**src/rtl/ghost_pkg.sv**
```systemverilog
// Shared encodings for the ghost blocks: one-hot behaviour modes, steering
// direction vectors and the scheduler state type.
package ghost_pkg;

    localparam logic [3:0] CHASE      = 4'b1000;
    localparam logic [3:0] SCATTER    = 4'b0100;
    localparam logic [3:0] FRIGHTENED = 4'b0010;
    localparam logic [3:0] EATEN      = 4'b0001;

    localparam logic [15:0] LEFT  = 16'h0100;
    localparam logic [15:0] RIGHT = 16'hFF00;
    localparam logic [15:0] UP    = 16'h00FF;
    localparam logic [15:0] DOWN  = 16'h0001;

    typedef enum logic [1:0] {
        ST_SCATTER,
        ST_CHASE,
        ST_FRIGHT,
        ST_EATEN
    } state_t;

    function automatic logic [3:0] mode_of(input state_t s);
        logic [3:0] m;
        m = SCATTER;
        case (s)
            ST_SCATTER: m = SCATTER;
            ST_CHASE:   m = CHASE;
            ST_FRIGHT:  m = FRIGHTENED;
            ST_EATEN:   m = EATEN;
            default:    m = SCATTER;
        endcase
        return m;
    endfunction

endpackage

```
**src/rtl/ghost_mode_scheduler_tick_divider.sv**
```systemverilog
// Divides the system clock down to the game tick: update is high for the first
// half of each TICK_DIV period; commit marks the edge that enters the last clock.
module tick_divider #(
    parameter logic [15:0] TICK_DIV = 16'd50000
) (
    input  logic clock,
    input  logic reset,
    input  logic enable,
    output logic update,
    output logic commit
);

    logic [15:0] div_cnt;
    logic [15:0] div_nxt;

    always_comb begin
        div_nxt = (div_cnt == TICK_DIV - 16'd1) ? 16'd0 : div_cnt + 16'd1;
    end

    // Reset parks the count on its last value so the first edge opens window 1.
    always_ff @(posedge clock or posedge reset) begin
        if (reset) begin
            div_cnt <= TICK_DIV - 16'd1;
            update  <= 1'b0;
        end else if (enable) begin
            div_cnt <= div_nxt;
            update  <= (div_nxt < (TICK_DIV >> 1));
        end
    end

    assign commit = enable && (div_cnt == TICK_DIV - 16'd2);

endmodule

```
**src/rtl/ghost_mode_scheduler.sv**
```systemverilog
// Per-ghost scatter/chase/frightened/eaten schedule with one-tick reversal requests.
// Optional `GHOST_FLASH_EN adds the flash indicator for the end of frightened mode.
module ghost_mode_scheduler
    import ghost_pkg::*;
#(
    parameter logic [15:0] TICK_DIV      = 16'd50000,
    parameter logic [7:0]  SCATTER_TICKS = 8'd7,
    parameter logic [7:0]  CHASE_TICKS   = 8'd20,
    parameter logic [7:0]  FRIGHT_TICKS  = 8'd6,
    parameter logic [3:0]  PHASES        = 4'd4
`ifdef GHOST_FLASH_EN
    ,
    parameter logic [7:0]  FLASH_TICKS   = 8'd2
`endif
) (
    input  logic       clock,
    input  logic       reset,
    input  logic       enable,
    input  logic       energizer,
    input  logic       ghost_eaten,
    input  logic       ghost_home,
    output logic [3:0] mode,
    output logic       rotate,
    output logic       update,
    output logic       flash
);

    logic   commit;
    state_t state, state_nxt;
    state_t saved_state, saved_state_nxt;
    logic [7:0] timer, timer_nxt;
    logic [7:0] saved_timer, saved_timer_nxt;
    logic [3:0] phase, phase_nxt;
    logic       rotate_nxt;
    logic       ener_pend, eaten_pend;
    logic       ener_evt, eaten_evt;

    tick_divider #(
        .TICK_DIV (TICK_DIV)
    ) u_div (
        .clock  (clock),
        .reset  (reset),
        .enable (enable),
        .update (update),
        .commit (commit)
    );

    // A pulse landing on the commit clock itself is consumed in that commit.
    assign ener_evt  = ener_pend | energizer;
    assign eaten_evt = eaten_pend | ghost_eaten;

    always_ff @(posedge clock or posedge reset) begin
        if (reset) begin
            state      <= ST_SCATTER;
            timer      <= SCATTER_TICKS;
            phase      <= 4'd0;
            rotate     <= 1'b0;
            ener_pend  <= 1'b0;
            eaten_pend <= 1'b0;
        end else begin
            state  <= state_nxt;
            timer  <= timer_nxt;
            phase  <= phase_nxt;
            rotate <= rotate_nxt;
            if (commit) begin
                ener_pend  <= 1'b0;
                eaten_pend <= 1'b0;
            end else begin
                if (energizer)   ener_pend  <= 1'b1;
                if (ghost_eaten) eaten_pend <= 1'b1;
            end
        end
    end

    // The saved context is only read after FRIGHT/EATEN entry has written it.
    always_ff @(posedge clock) begin
        saved_state <= saved_state_nxt;
        saved_timer <= saved_timer_nxt;
    end

    always_comb begin
        state_nxt       = state;
        timer_nxt       = timer;
        phase_nxt       = phase;
        rotate_nxt      = rotate;
        saved_state_nxt = saved_state;
        saved_timer_nxt = saved_timer;
        if (commit) begin
            rotate_nxt = 1'b0;
            case (state)
                ST_SCATTER, ST_CHASE: begin
                    if (ener_evt) begin
                        state_nxt       = ST_FRIGHT;
                        timer_nxt       = FRIGHT_TICKS;
                        rotate_nxt      = 1'b1;
                        saved_state_nxt = state;
                        saved_timer_nxt = timer;
                    end else if (state == ST_CHASE && phase == PHASES) begin
                        timer_nxt = timer;
                    end else if (timer == 8'd1) begin
                        rotate_nxt = 1'b1;
                        if (state == ST_SCATTER) begin
                            state_nxt = ST_CHASE;
                            timer_nxt = CHASE_TICKS;
                            phase_nxt = phase + 4'd1;
                        end else begin
                            state_nxt = ST_SCATTER;
                            timer_nxt = SCATTER_TICKS;
                        end
                    end else begin
                        timer_nxt = timer - 8'd1;
                    end
                end
                ST_FRIGHT: begin
                    if (eaten_evt) begin
                        state_nxt = ST_EATEN;
                    end else if (ener_evt) begin
                        timer_nxt = FRIGHT_TICKS;
                    end else if (timer == 8'd1) begin
                        state_nxt = saved_state;
                        timer_nxt = saved_timer;
                    end else begin
                        timer_nxt = timer - 8'd1;
                    end
                end
                ST_EATEN: begin
                    if (ghost_home) begin
                        state_nxt = saved_state;
                        timer_nxt = saved_timer;
                    end
                end
                default: begin
                    state_nxt = ST_SCATTER;
                    timer_nxt = SCATTER_TICKS;
                end
            endcase
        end
    end

    always_comb begin
        mode = mode_of(state);
    end

`ifdef GHOST_FLASH_EN
    logic flash_q;

    always_ff @(posedge clock or posedge reset) begin
        if (reset) begin
            flash_q <= 1'b0;
        end else if (commit) begin
            flash_q <= (state_nxt == ST_FRIGHT) && (timer_nxt <= FLASH_TICKS);
        end
    end

    assign flash = flash_q;
`else
    assign flash = 1'b0;
`endif

endmodule

```
**config.mk**
```make
export PLATFORM = sky130hd
export DESIGN_NAME = ghost_mode_scheduler
export DESIGN_NICKNAME = d
export VERILOG_FILES = /design/src/rtl/ghost_pkg.sv /design/src/rtl/ghost_mode_scheduler_tick_divider.sv /design/src/rtl/ghost_mode_scheduler.sv
export SDC_FILE = /design/constraint.sdc
export NUM_CORES = 1
export LEC_CHECK = 0
export BUFFER_PORTS_ARGS = -buffer_cell sky130_fd_sc_hd__clkbuf_2
export CORE_UTILIZATION = 60
export DETAILED_ROUTE_END_ITERATION = 8
export GPL_TIMING_DRIVEN = 0
export PLACE_DENSITY_LB_ADDON = 0.15
export SETUP_SLACK_MARGIN = 0.05
export SLEW_MARGIN = 30
export SYNTH_ARGS = -nofsm -noshare
export SYNTH_HDL_FRONTEND = slang
export SYNTH_SLANG_ARGS = --single-unit
```
**constraint.sdc**
```tcl
create_clock -name clock -period 9 [get_ports clock]
set_clock_uncertainty 0.2 [all_clocks]
set_input_delay 1.8 -clock clock [delete_from_list [all_inputs] [get_ports clock]]
set_output_delay 1.8 -clock clock [all_outputs]
set_load 0.1 [all_outputs]
```
# Yosys cells after proc, flatten, opt, wreduce, memory -nomap -nowiden
# Index checks and enable logic that the tools add are counted.
word_totals:
  wordCells: 69
  reg_bits: 44
  output_inout_bits: 7
  input_bits: 6
classes:
  n_mux: 28
  n_eq_ne: 13
  magnitude_cmp: 1
  n_bitwise: 4
  add_sub_neg: 3
  reduce_logical: 10
op_table:
  columns: ["operator", "count"]
  rows:
  - ["$mux W8", 7]
  - ["$eq A16 B16 Y1 const B", 2]
  - ["$pmux W8 S3", 1]
  - ["$add A16 B1 Y16 const B", 1]
  - ["$lt A16 B15 Y1 const B", 1]
  - ["$mux W16", 1]
  - ["$pmux W4 S4", 1]
  - ["$mux W2", 7]
  - ["$ne A3 B3 Y1 const B", 4]
  - ["$reduce_and A6 Y1", 2]
  - ["$mux W1", 9]
  - ["$eq A8 B1 Y1 const B", 1]
  - ["$sub A8 B1 Y8 const B", 1]
  - ["$pmux W2 S3", 1]
  - ["$mux W5", 1]
  - ["$add A4 B1 Y4 const B", 1]
  - ["$eq A2 B2 Y1 const B", 2]
  - ["$eq A4 B3 Y1 const B", 1]
  - ["$ne A2 B2 Y1 const B", 2]
  - ["$reduce_and A4 Y1", 1]
  - ["$reduce_bool A2 Y1", 2]
  - ["$reduce_and A3 Y1", 1]
  - ["$eq A2 B1 Y1 const B", 1]
  - ["$logic_and A1 B1 Y1", 2]
  - ["other kinds (4)", 6]

# Logic depth before layout (Yosys ltp)
logic_depth:
  ltp_word: 6
  depth_mapped: 9
  depth_no_buf: 7

# Hierarchy
# From an unflattened synthesis, not the netlist that was laid out.
hier_totals:
  cells_unflattened: 294
  hier_area_um2: 2768.9
modules_own_cells:
  columns: ["module", "seq_area_each_um2", "area_per_inst_um2", "cells_per_inst", "n_inst"]
  rows:
  - ["ghost_mode_scheduler", 729.4, 1488.9, 144, 1]
  - ["tick_divider", 436.7, 1280.0, 150, 1]

# Worst setup path after synthesis
# No wires, ideal clock.
synth_timing:
  kind: "input-to-reg"
  startpoint: "in enable"
  endpoint: "reg saved_state[0], enable pin"
  t_arrival_ps: 3508
  required_ps: 8408
  n_path_buf: 1
  setup_slack_ps: 4900
  stages: 5
  setup_time_ps: 392
  cell_sequence: "nand4_1 -> or4_1 -> buf_2 -> a311o_1 -> nor3_1"
synth_via:
  elab_chain_cells: 2
synth_rtl:
  columns: ["item", "line", "text"]
  rows:
  - ["from (decl)", "ghost_mode_scheduler.sv:18", "input logic enable,"]
  - ["$logic_and A1 B1 Y1", "ghost_mode_scheduler_tick_divider.sv:31", "assign commit = enable && (div_cnt == TICK_DIV - 16'd2);"]
  - ["$reduce_and A3 Y1 (no source line)", null, null]
  - ["to (signal assigned)", "ghost_mode_scheduler.sv:77", "saved_state <= saved_state_nxt;"]
  - ["to (decl)", "ghost_mode_scheduler.sv:30", "state_t saved_state, saved_state_nxt;"]
# No other way between the ends.
# A chain may end at the register's enable or synchronous reset.

# Worst setup path after layout
layout_timing:
  startpoint: "in enable"
  endpoint: "reg saved_timer[0], enable pin"
layout_via:
  elab_chain_cells: 2
layout_rtl:
  columns: ["item", "line", "text"]
  rows:
  - ["$logic_and A1 B1 Y1", "ghost_mode_scheduler_tick_divider.sv:31", null]
  - ["$reduce_and A3 Y1 (no source line)", null, null]
  - ["to (signal assigned)", "ghost_mode_scheduler.sv:78", "saved_timer <= saved_timer_nxt;"]
  - ["to (decl)", "ghost_mode_scheduler.sv:32", "logic [7:0] saved_timer, saved_timer_nxt;"]
# No other way between the ends.

==> out/summary.json <==
{
  "status": {
    "outcome": "finished clean"
  },
  "worst_setup_path": {
    "critical-path-top-delay-family": "simple AND/OR/NAND/NOR gates",
    "timing.critical_path.required_ps": 8810,
    "worst_path_max_delay_cell": "or4_1",
    "cp_slowest_stage_delay_ps": 420,
    "timing.critical_path.buf_inv": 3,
    "timing.critical_path.from_type": "input port",
    "critPathMaxFanout": 6,
    "worst_ep_arrival_time_ps": 3620,
    "critPathKind": "in2reg",
    "cp-end-kind": "flip-flop",
    "critical_path_cell_sequence": "clkbuf_2 > nand4_1 > or4_1 > buf_2 > a311o_1 > nor3_2 > buf_4"
  },
  "sta": {
    "grt_setup_unrepaired": "false",
    "slew_headroom_pct": 51.4,
    "timing.fmax_ghz": 0.262,
    "fin_crit_ps": 3820,
    "tightest_slew_ps": 722,
    "fin_tns_setup_ps": 0,
    "hold_viol": 0,
    "setup-violations-final": 0,
    "final-max-slew-violation-count": 0,
    "final_cycle_share_pct": 42.4
  },
  "routing": {
    "num_vias": 2179,
    "drt_iter0_markers": 123,
    "detail_route.first_pass.iterations": 4,
    "postRouteWirelength_mm": 5.54,
    "detail_route.wl_per_cell_um": 15.8,
    "final_antenna_net_count": 0,
    "drt_drc_violations_left": 0,
    "route.detailed.vias_per_inst": 6.21
  },
  "power": {
    "p_leak_nw": 1.04,
    "p_int_mw": 0.313,
    "power.share.switching_pct": 31.1,
    "power.share.clock_pct": 25.9,
    "net-switching-power_mw": 0.141,
    "p_per_area_mw_per_mm2": 162,
    "final_power_mw": 0.453,
    "ir_drop_v": 0.000112,
    "power.sequential.fraction_pct": 53.3,
    "combinationalPowerShare_pct": 20.8
  },
  "floorplanning": {
    "die_x_um": 67.7,
    "boundaryPins": 13,
    "core_area_mm2": 0.00409,
    "area_enclosed_by_the_die_boundary_mm2": 0.00459,
    "initial_utilization_pct": 63.4,
    "row_count": 23,
    "die_h_um": 67.7
  },
  "clock_network": {
    "clk_latency_ps": 290,
    "cts_resized": 0,
    "clkSinkCount": 44,
    "cts_setup_buffers": 0,
    "root_buffer": "clkbuf_8",
    "maximum_clock_insertion_buffer_count": 2,
    "numCtsBuffers": 5,
    "path_clk_slew_ps": 80,
    "cts_hold_buffers": 0,
    "clock_tree_from_tritoncts": "built",
    "h-tree-depth": 2
  },
  "synth": {
    "synthCells": 281,
    "ys_ff_latch": 44,
    "synth_largest_area_cell": "dfrtp_1",
    "post_synth.cell_area_avg_um2": 9.23,
    "synth_edf_count": 10,
    "netlist_top_cells_area": "dfrtp_1 (21%), dfstp_2 (12%), edfxtp_1 (12%)",
    "synthFlopType": "dfrtp_1",
    "post_synth_most_frequent_cells": "nand2_1 (27), o21ai_0 (24), dfrtp_1 (22)",
    "netlist.area_leader.share_pct": 21.2,
    "ys_seq_area_share_pct": 45.0,
    "ys_async_sr_fraction_pct": 77.3,
    "syn_nets": 293,
    "synth.yosys.warnings": 0,
    "post_synth_instance_area_mm2": 0.00259,
    "synth.lib_cells_used.distinct": 58,
    "dominant_cell_by_count_in_the_synthesized_netlist": "nand2_1"
  },
  "grt": {
    "global_route_wire_length_before_repair_mm": 9.34,
    "antenna_violations_before_repair": 0,
    "globalRouteOverflowTotal": 0,
    "grt_start_max_net_pins": 35,
    "gr-usage-all-layers_pct": 27.3,
    "first_global_vias": 2089
  },
  "final_layout": {
    "post_route_cells_drive_above_1_share_pct": 14.3,
    "num_antenna_cells": 0,
    "layout.nets": 312,
    "area_delta_synth_final_pct": 8.11
  },
  "place": {
    "gp_routability_congestion": 0.882,
    "hpwl_reported_at_the_end_of_detailed_placement_mm": 3.91,
    "port_buffers": 11
  },
  "job": {
    "cap_violations": 0
  },
  "min_path": {
    "timing.hold.worst.class": "reg2reg"
  }
}
-- registers in the layout, indices dropped and copies added (netlist names) --
register / flops
ener_pend: 1
saved_timer: 8
eaten_pend: 1
timer: 8
saved_state: 2
phase: 4
rotate: 1
u_div.update: 1
state: 2
u_div.div_cnt: 16
-- layer usage --
metal / vias up / global-route usage, % / wire length [um] / part of all wire [%]
met5: - / 0 / 0 / 0
met4: 0 / 11.2 / 55 / 0.99
met3: 6 / 5.07 / 178 / 3.2
met2: 54 / 48.8 / 2910 / 53
met1: 1036 / 31.5 / 2390 / 43
li1: 1083 / - / - / -
-- power by group through the flow --
stage | Combinational [mW] | Clock [mW] | Sequential, mW
floorplan | 0.0715 | 0 | 0.245
global placement | 0.0929 | 0 | 0.245
detailed placement | 0.0942 | 0 | 0.245
CTS | 0.0945 | 0.121 | 0.241
global route | 0.106 | 0.127 | 0.245
finish | 0.0943 | 0.117 | 0.242
-- logic make-up after synthesis --
group                      share of synthesized area (%)
and+or+nand+nor                                     22.5
AOI/OAI and AO/OA                                   20.5
DFF                                                 45.0
buffers and inverters                               4.92
xor gates and xnor gates                            4.05
adders and majority gates                           2.90
other                                              0.145
-- metrics by stage --
step           util, %  hold slack (ps)  instance area [um2]  std cells  setup WS (ps)
3_5_place_dp      66.6              248                 2720        343           4890
6_report          68.6              268                 2800        351           5180
3_3_place_gp      66.3              234                 2710        342           4270
2_1_floorplan        -              223                 2590        281           4900
4_1_cts           68.6              267                 2800        351           5190
5_1_grt           68.6              274                 2800        351           5130
-- cells in the final DEF (no fill, tap or decap), drive strengths merged, types with 3 or more instances in the layout --
cell	synthesis	final
nor4	7	7
o21ai	24	24
or4	3	3
buf	5	6
nor2	16	16
nor3	11	11
and3	4	4
or3	5	5
nand2	27	27
ha	6	6
nand4	7	7
nand3	9	9
clkbuf	14	32
inv	11	11
a21o	4	4
a22oi	3	3
nand2b	3	3
o2bb2ai	4	4
dfstp	12	12
nand4b	3	3
edfxtp	10	10
a31oi	5	5
o31ai	7	7
xnor2	10	10
a21oi	11	11
dfrtp	22	22
-- path summary, 6_finish.rpt --
kind	slack (ps)	cells past startpoint	end	startpoint
max	5180	7	saved_timer[0]	enable
min	270	0	saved_timer[4]	timer[4]
max reg2reg	5730	7	saved_timer[0]	u_div.div_cnt[8]
min reg2reg	270	0	saved_timer[4]	timer[4]
max in group asynchronous	6760	2	timer[7]	reset
min in group asynchronous	1400	2	timer[4]	reset
-- area by class of cell --
type	instances	area [um2]
inverters	11	41.3
flip-flops and latches	44	1170
clock buffers	7	76.3
plain buffers	19	86.3
repair buffers	12	62.6
multi-input cells	207	1300
well taps	50	62.6
clock inverters	1	3.75
fillers	343	1280
No activity file was read; power rests on OpenSTA's default activity.
